--- config.mk ---
export PLATFORM = sky130hd
export DESIGN_NAME = apb_master
export DESIGN_NICKNAME = d
export VERILOG_FILES = /design/src/rtl/apb_master.sv
export SDC_FILE = /design/constraint.sdc
export NUM_CORES = 1
export LEC_CHECK = 0
export BUFFER_PORTS_ARGS = -buffer_cell sky130_fd_sc_hd__buf_2
export CORE_UTILIZATION = 50
export DETAILED_ROUTE_END_ITERATION = 8
export GPL_ROUTABILITY_DRIVEN = 0
export PLACE_DENSITY = 0.89
export SLEW_MARGIN = 0
export SYNTH_ARGS = -nofsm -noshare
export SYNTH_HDL_FRONTEND = slang
export SYNTH_SLANG_ARGS = --single-unit
--- constraint.sdc ---
create_clock -name pclk -period 3.1 [get_ports pclk]
set_input_delay 0.31 -clock pclk [delete_from_list [all_inputs] [get_ports pclk]]
set_output_delay 0.31 -clock pclk [all_outputs]
set_load 0.05 [all_outputs]
--- src/rtl/apb_master.sv ---
// APB master: accepts one command at a time on a valid/ready port, runs a single
// APB transfer with a bounded pready wait, and returns the result on a response port.
module apb_master #(
  parameter int ADDR_W  = 32,
  parameter int DATA_W  = 32,
  parameter int TIMEOUT = 16
) (
  input  logic              pclk,
  input  logic              preset,
  input  logic              cmd_valid,
  output logic              cmd_ready,
  input  logic              cmd_write,
  input  logic [ADDR_W-1:0] cmd_addr,
  input  logic [DATA_W-1:0] cmd_wdata,
  output logic              psel,
  output logic              penable,
  output logic              pwrite,
  output logic [ADDR_W-1:0] paddr,
  output logic [DATA_W-1:0] pwdata,
  input  logic [DATA_W-1:0] prdata,
  input  logic              pready,
  input  logic              pslverr,
  output logic              rsp_valid,
  input  logic              rsp_ready,
  output logic [DATA_W-1:0] rsp_rdata,
  output logic              rsp_err,
  output logic              rsp_timeout
);

  typedef enum logic [1:0] {IDLE, SETUP, ACCESS, RESP} state_t;

  // Counter value seen on the last permitted ACCESS cycle (first ACCESS cycle sees 0).
  localparam logic [7:0] LAST_WAIT = 8'(TIMEOUT - 1);

  state_t              state_q, state_d;
  logic                cmd_ready_q, cmd_ready_d;
  logic                psel_q, psel_d;
  logic                penable_q, penable_d;
  logic                pwrite_q, pwrite_d;
  logic [ADDR_W-1:0]   paddr_q, paddr_d;
  logic [DATA_W-1:0]   pwdata_q, pwdata_d;
  logic                rsp_valid_q, rsp_valid_d;
  logic [DATA_W-1:0]   rsp_rdata_q, rsp_rdata_d;
  logic                rsp_err_q, rsp_err_d;
  logic                rsp_timeout_q, rsp_timeout_d;
  logic [7:0]          cnt_q, cnt_d;

  always_comb begin
    state_d       = state_q;
    cmd_ready_d   = cmd_ready_q;
    psel_d        = psel_q;
    penable_d     = penable_q;
    pwrite_d      = pwrite_q;
    paddr_d       = paddr_q;
    pwdata_d      = pwdata_q;
    rsp_valid_d   = rsp_valid_q;
    rsp_rdata_d   = rsp_rdata_q;
    rsp_err_d     = rsp_err_q;
    rsp_timeout_d = rsp_timeout_q;
    cnt_d         = cnt_q;
    case (state_q)
      IDLE: begin
        if (cmd_valid) begin
          state_d     = SETUP;
          cmd_ready_d = 1'b0;
          psel_d      = 1'b1;
          penable_d   = 1'b0;
          pwrite_d    = cmd_write;
          paddr_d     = cmd_addr;
          pwdata_d    = cmd_write ? cmd_wdata : '0;
          cnt_d       = '0;
        end
      end
      SETUP: begin
        state_d   = ACCESS;
        penable_d = 1'b1;
      end
      ACCESS: begin
        if (pready) begin
          state_d       = RESP;
          psel_d        = 1'b0;
          penable_d     = 1'b0;
          rsp_valid_d   = 1'b1;
          rsp_err_d     = pslverr;
          rsp_timeout_d = 1'b0;
          rsp_rdata_d   = (!pwrite_q && !pslverr) ? prdata : '0;
        end else if (cnt_q == LAST_WAIT) begin
          state_d       = RESP;
          psel_d        = 1'b0;
          penable_d     = 1'b0;
          rsp_valid_d   = 1'b1;
          rsp_err_d     = 1'b1;
          rsp_timeout_d = 1'b1;
          rsp_rdata_d   = '0;
        end else begin
          cnt_d = cnt_q + 8'd1;
        end
      end
      RESP: begin
        if (rsp_ready) begin
          state_d     = IDLE;
          rsp_valid_d = 1'b0;
          cmd_ready_d = 1'b1;
        end
      end
      default: state_d = IDLE;
    endcase
  end

  always_ff @(posedge pclk) begin
    if (preset) begin
      state_q       <= IDLE;
      cmd_ready_q   <= 1'b1;
      psel_q        <= 1'b0;
      penable_q     <= 1'b0;
      pwrite_q      <= 1'b0;
      paddr_q       <= '0;
      pwdata_q      <= '0;
      rsp_valid_q   <= 1'b0;
      rsp_rdata_q   <= '0;
      rsp_err_q     <= 1'b0;
      rsp_timeout_q <= 1'b0;
      cnt_q         <= '0;
    end else begin
      state_q       <= state_d;
      cmd_ready_q   <= cmd_ready_d;
      psel_q        <= psel_d;
      penable_q     <= penable_d;
      pwrite_q      <= pwrite_d;
      paddr_q       <= paddr_d;
      pwdata_q      <= pwdata_d;
      rsp_valid_q   <= rsp_valid_d;
      rsp_rdata_q   <= rsp_rdata_d;
      rsp_err_q     <= rsp_err_d;
      rsp_timeout_q <= rsp_timeout_d;
      cnt_q         <= cnt_d;
    end
  end

  assign cmd_ready   = cmd_ready_q;
  assign psel        = psel_q;
  assign penable     = penable_q;
  assign pwrite      = pwrite_q;
  assign paddr       = paddr_q;
  assign pwdata      = pwdata_q;
  assign rsp_valid   = rsp_valid_q;
  assign rsp_rdata   = rsp_rdata_q;
  assign rsp_err     = rsp_err_q;
  assign rsp_timeout = rsp_timeout_q;

endmodule
### Yosys cells after proc, flatten, opt, wreduce, memory -nomap -nowiden

Cells that the tools add are included.

* register bits: 113
* word-level logic and storage cells: 66

* $add $sub $neg: 1
* eq/ne operators: 9
* multiplexer cells: 27
* reductions and logical operators: 17

Operators by type and width (count)
* 32-bit 2-to-1 mux: 4
* 8-bit 2-to-1 mux: 3
* 8-bit case mux with 2 select lines: 1
* 3-bit AND reduction: 5
* 1-bit 2-to-1 mux: 10
* 8-bit by 1-bit adder with 8-bit output, second input constant: 1
* 8-bit by 4-bit == test with 1-bit output, second input constant: 1
* 2-bit 2-to-1 mux: 4
* 2-bit != test, second input constant: 4
* 2-bit case mux with 4 select lines: 1
* 2-bit nonzero test: 4
* 1-bit case mux with 2 select lines: 3
* 2-bit == test, second input constant: 2
* 2-bit AND reduction: 2
* 4-bit AND reduction: 1
* 3-bit != test, second input constant: 1
* 1-bit case mux with 3 select lines: 1
* 3-bit nonzero test: 1
* 2-bit by 1-bit == test with 1-bit output, second input constant: 1
* 1-bit zero test: 2
* 2-bit zero test: 1
* 1-bit logical AND: 1

### Longest topological paths before layout

* word-level depth: 4
* mapped depth: 8
* depth with buffers taken out: 6

### Worst setup path before layout

OpenSTA, ideal clock, no wires.

* kind: reg-to-reg
* start: register cnt_q[0]
* end: register rsp_rdata_q[10] (netlist: rsp_rdata[10])
* setup time: 0.072 ns
* arrival: 1.642 ns
* data required time: 3.028 ns
* setup slack: 1.387 ns
* stages on the path, launching flop included: 8
* path buffers: 2
* clock period less this slack: 1.713 ns
* cells stage by stage: dfxtp_1 ha_1 and3_1 a21oi_2 nand2b_4 buf_6 buf_12 mux2i_1

* word-level cells in the longest chain between the ends: 3

RTL lines
* start: declaration: line 46 `logic [7:0] cnt_q, cnt_d;`
* start signal: assignment: line 136 `cnt_q <= cnt_d;`
* 8-bit by 4-bit == test with 1-bit output: line 87 `end else if (cnt_q == LAST_WAIT) begin`
* 2-bit nonzero test (no line)
* 2-bit AND reduction (no line)
* end signal: assignment: line 133 `rsp_rdata_q <= rsp_rdata_d;`
* end: declaration: line 43 `logic [DATA_W-1:0] rsp_rdata_q, rsp_rdata_d;`

Every way passes these cells.
A chain may end at the register's enable or synchronous reset.

### Worst setup path in the final report

* start: register state_q[0]
* end: register rsp_rdata_q[21] (netlist: rsp_rdata[21])

* word-level cells in the longest chain between the ends: 2

RTL lines
* start: declaration: line 35 `state_t state_q, state_d;`
* start signal: assignment: line 125 `state_q <= state_d;`
* 2-bit == test: line 61 `case (state_q)`
* 2-bit AND reduction (no line)

Every way passes these cells.

==> flow_metrics.tcl <==
set metrics [dict create \
    syn_area_per_cell_um2 8.318 \
    fmax_mhz 460.0 \
    cts_buffers 17 \
    maxSlewViolCount 0 \
    vdd_drop_max_uv 470.0 \
    worstRegToRegCells 5 \
    start_util_pct 52.66 \
    vias 4467 \
    outcome "completed" \
    p_leak_nw 2.816 \
    critPathKind "register to register" \
    reg2reg_from "state_q[0]$_SDFFE_PP0P_" \
    grt_max_degree 68 \
    grt_overflow 0 \
    clk_latency_ps 500 \
    grt_pass1_wl_mm 18.83 \
    pwr-share-comb_pct 26.9 \
    hold_path_class "input port to register" \
    seqPwrFrac_pct 32.6 \
    cts_max_level 4 \
    drc 0 \
    yosys_register_bits 113 \
    netlist_instances 528 \
    clock_path_buffers 2 \
    io_pins 206 \
    seq_area_frac_synth_pct 51.51 \
    synth_top_area_share_pct 51.51 \
    die-area_um2 9162 \
    dpl_worst_slack_ps 984.7 \
    critPathArrivalTime_ps 2520 \
    cts_resized 0 \
    rsz0062_at_grt "no" \
    cts_root_buf "clkbuf_8" \
    r2r_end "rsp_rdata[21]$_SDFFE_PP0P_" \
    die_h_um 95.72 \
    cts.sinks 113 \
    post_drt_via_cell_ratio 5.331 \
    portBuffers 205 \
    synth_top_flop_cell "dfxtp_1" \
    antenna_found_initial 0 \
    end_kind "register" \
    netlist_area_um2 4392 \
    final_nets 829 \
    drive_above_1_share_pct 34.65 \
    finalCritPeriodShare_pct 70.13 \
    r2r_slack_ps 930 \
    tightest_slew_ps 1211 \
    yosys.area.top_type "dfxtp_1" \
    max-cap-violations 0 \
    postCtsHoldBufs 0 \
    synth_edf_count 0 \
    syn_to_final_growth_pct 38.58 \
    routedWlPerCell_um 14.65 \
    die_x_um 95.72 \
    setup_ws_ps 926.0 \
    clk_pin_slew_ps 60 \
    hold_depth 3 \
    synth_cell_types 44 \
    p_int_mw 3.445 \
    postRouteAntennaNets 0 \
    min_to "rsp_rdata[22]$_SDFFE_PP0P_" \
    synth-async-reset-ratio_pct 0 \
    hold_violations 0 \
    antennaDiodeCount 0 \
    syn-num-nets 637 \
    fillCellCount 663 \
    period_minus_slack_ps 2174 \
    setup_violations 0 \
    p_sw_mw 1.848 \
    grt_pass1_vias 4102 \
    wl_mm 12.27 \
    place_hpwl_mm 8.459 \
    yosys-top-cells-area "dfxtp_1 52%, nand2_1 13%, a21oi_1 10%" \
    cts_tree "done" \
    max_slew_margin_pct 19.06 \
    powerDensity_nw_per_um2 869.6 \
    p_sw_share_pct 34.91 \
    row_count 33 \
    critical_path_required_ps 3440 \
    core_area_um2 8341 \
    fin_skew_ps 9.705 \
    drt_first_iter_violations 143 \
    post_cts_buffers 0 \
    start_kind "register" \
    synth_warnings 0 \
    grt_usage_pct 26.45 \
    hold_start "prdata[22]" \
    clkPwrFrac_pct 40.5 \
    firstDrtPassIters 4 \
    tns_ps 0 \
    cp_max_fo 20 \
]
-- per-stage QoR --
stage | hold WS, ps | area [um^2] | instances | total power [mW] | utilization [%]
2_1_floorplan | 410.6 | 4392 | 528 | 2.814 | -
3_3_place_gp | 436.0 | 5429 | 806 | 3.126 | 65.09
3_5_place_dp | 439.7 | 5429 | 806 | 3.172 | 65.09
4_1_cts | 27.14 | 6086 | 838 | 5.322 | 72.97
5_1_grt | 32.71 | 6086 | 838 | 5.507 | 72.97
6_report | 49.30 | 6086 | 838 | 5.292 | 72.97
-- cells in the mapped netlist, drive strengths merged, types with 3 or more instances --
library cell / instances
clkbuf: 29
dfxtp: 113
o211ai: 4
inv: 10
buf: 10
o32ai: 3
nand3: 37
o21ai: 26
ha: 6
a21oi: 92
nand4: 3
mux2i: 15
nand2: 153
-- layout by cell type (no fill, tap or decap), types with 3 or more instances in the layout --
| master | instances |
|---|---|
| nand3_1 | 37 |
| o21ai_0 | 25 |
| clkbuf_16 | 16 |
| o32ai_1 | 3 |
| a21oi_1 | 91 |
| mux2i_1 | 15 |
| buf_2 | 205 |
| o211ai_1 | 3 |
| nand2_1 | 152 |
| ha_1 | 6 |
| bufinv_16 | 6 |
| buf_4 | 7 |
| inv_1 | 10 |
| dfxtp_1 | 113 |
| clkinv_4 | 4 |
-- power by group through the flow --
stage	registers [mW]	clock network, mW	logic [mW]
3_5_place_dp	1.75	0	1.42
4_1_cts	1.72	2.17	1.42
6_report	1.73	2.14	1.42
2_1_floorplan	2.30	0	0.513
5_1_grt	1.75	2.24	1.52
3_3_place_gp	1.74	0	1.38
-- layer usage --
layer / wire, um / GRT usage, % / up-vias
met1: 4868 / 29.82 / 2086
li1: - / - / 2181
met4: 93 / 7.960 / 0
met3: 919 / 8.057 / 9
met5: 0 / 0 / -
met2: 6394 / 47.74 / 191
-- worst max path at each step --
stage	start	end	slack [ps]	depth (start not counted)
floorplan	cnt_q[0]$_SDFFE_PP0P_	rsp_rdata[10]$_SDFFE_PP0P_	1390	7
global placement	state_q[0]$_SDFFE_PP0P_	rsp_rdata[28]$_SDFFE_PP0P_	1170	5
detailed placement	state_q[0]$_SDFFE_PP0P_	rsp_rdata[21]$_SDFFE_PP0P_	980	5
CTS	state_q[0]$_SDFFE_PP0P_	rsp_rdata[21]$_SDFFE_PP0P_	970	5
global route	state_q[0]$_SDFFE_PP0P_	rsp_rdata[21]$_SDFFE_PP0P_	740	5
finish	state_q[0]$_SDFFE_PP0P_	rsp_rdata[21]$_SDFFE_PP0P_	930	5
-- worst max-delay path, cell delays in order, from the launching register on --
cell and delay [ps]:
dfxtp_1 340, inv_1 120, ha_1 660, inv_1 460, o21ai_0 330, a21oi_1 110
-- layout make-up --
class / count / area (um^2) / share of cell area (%)
flip-flops and latches: 113 / 2262 / 37.17
multi-input cells: 365 / 1916 / 31.48
repair buffers: 212 / 1079 / 17.72
clock buffers: 19 / 421.7 / 6.928
clock inverters: 13 / 235.2 / 3.865
well taps: 105 / 131.4 / 2.159
inverters: 11 / 41.29 / 0.6785
-- flip-flops by register name, summed over array words and instances, names as in the netlist --
name and count:
cmd_ready 1, cnt_q 8, paddr 32, penable 1, psel 1, pwdata 32, pwrite 1, rsp_err 1
rsp_rdata 32, rsp_timeout 1, rsp_valid 1, state_q 2
-- logic make-up after synthesis --
kind of cell | Yosys count | share of synthesized area, %
compound gates | 136 | 17.38
fa+ha+maj | 6 | 1.709
buf+inv | 50 | 4.957
flops | 113 | 51.51
mux | 16 | 3.675
simple gates | 207 | 20.77
Power figures use the tool's default switching activity.
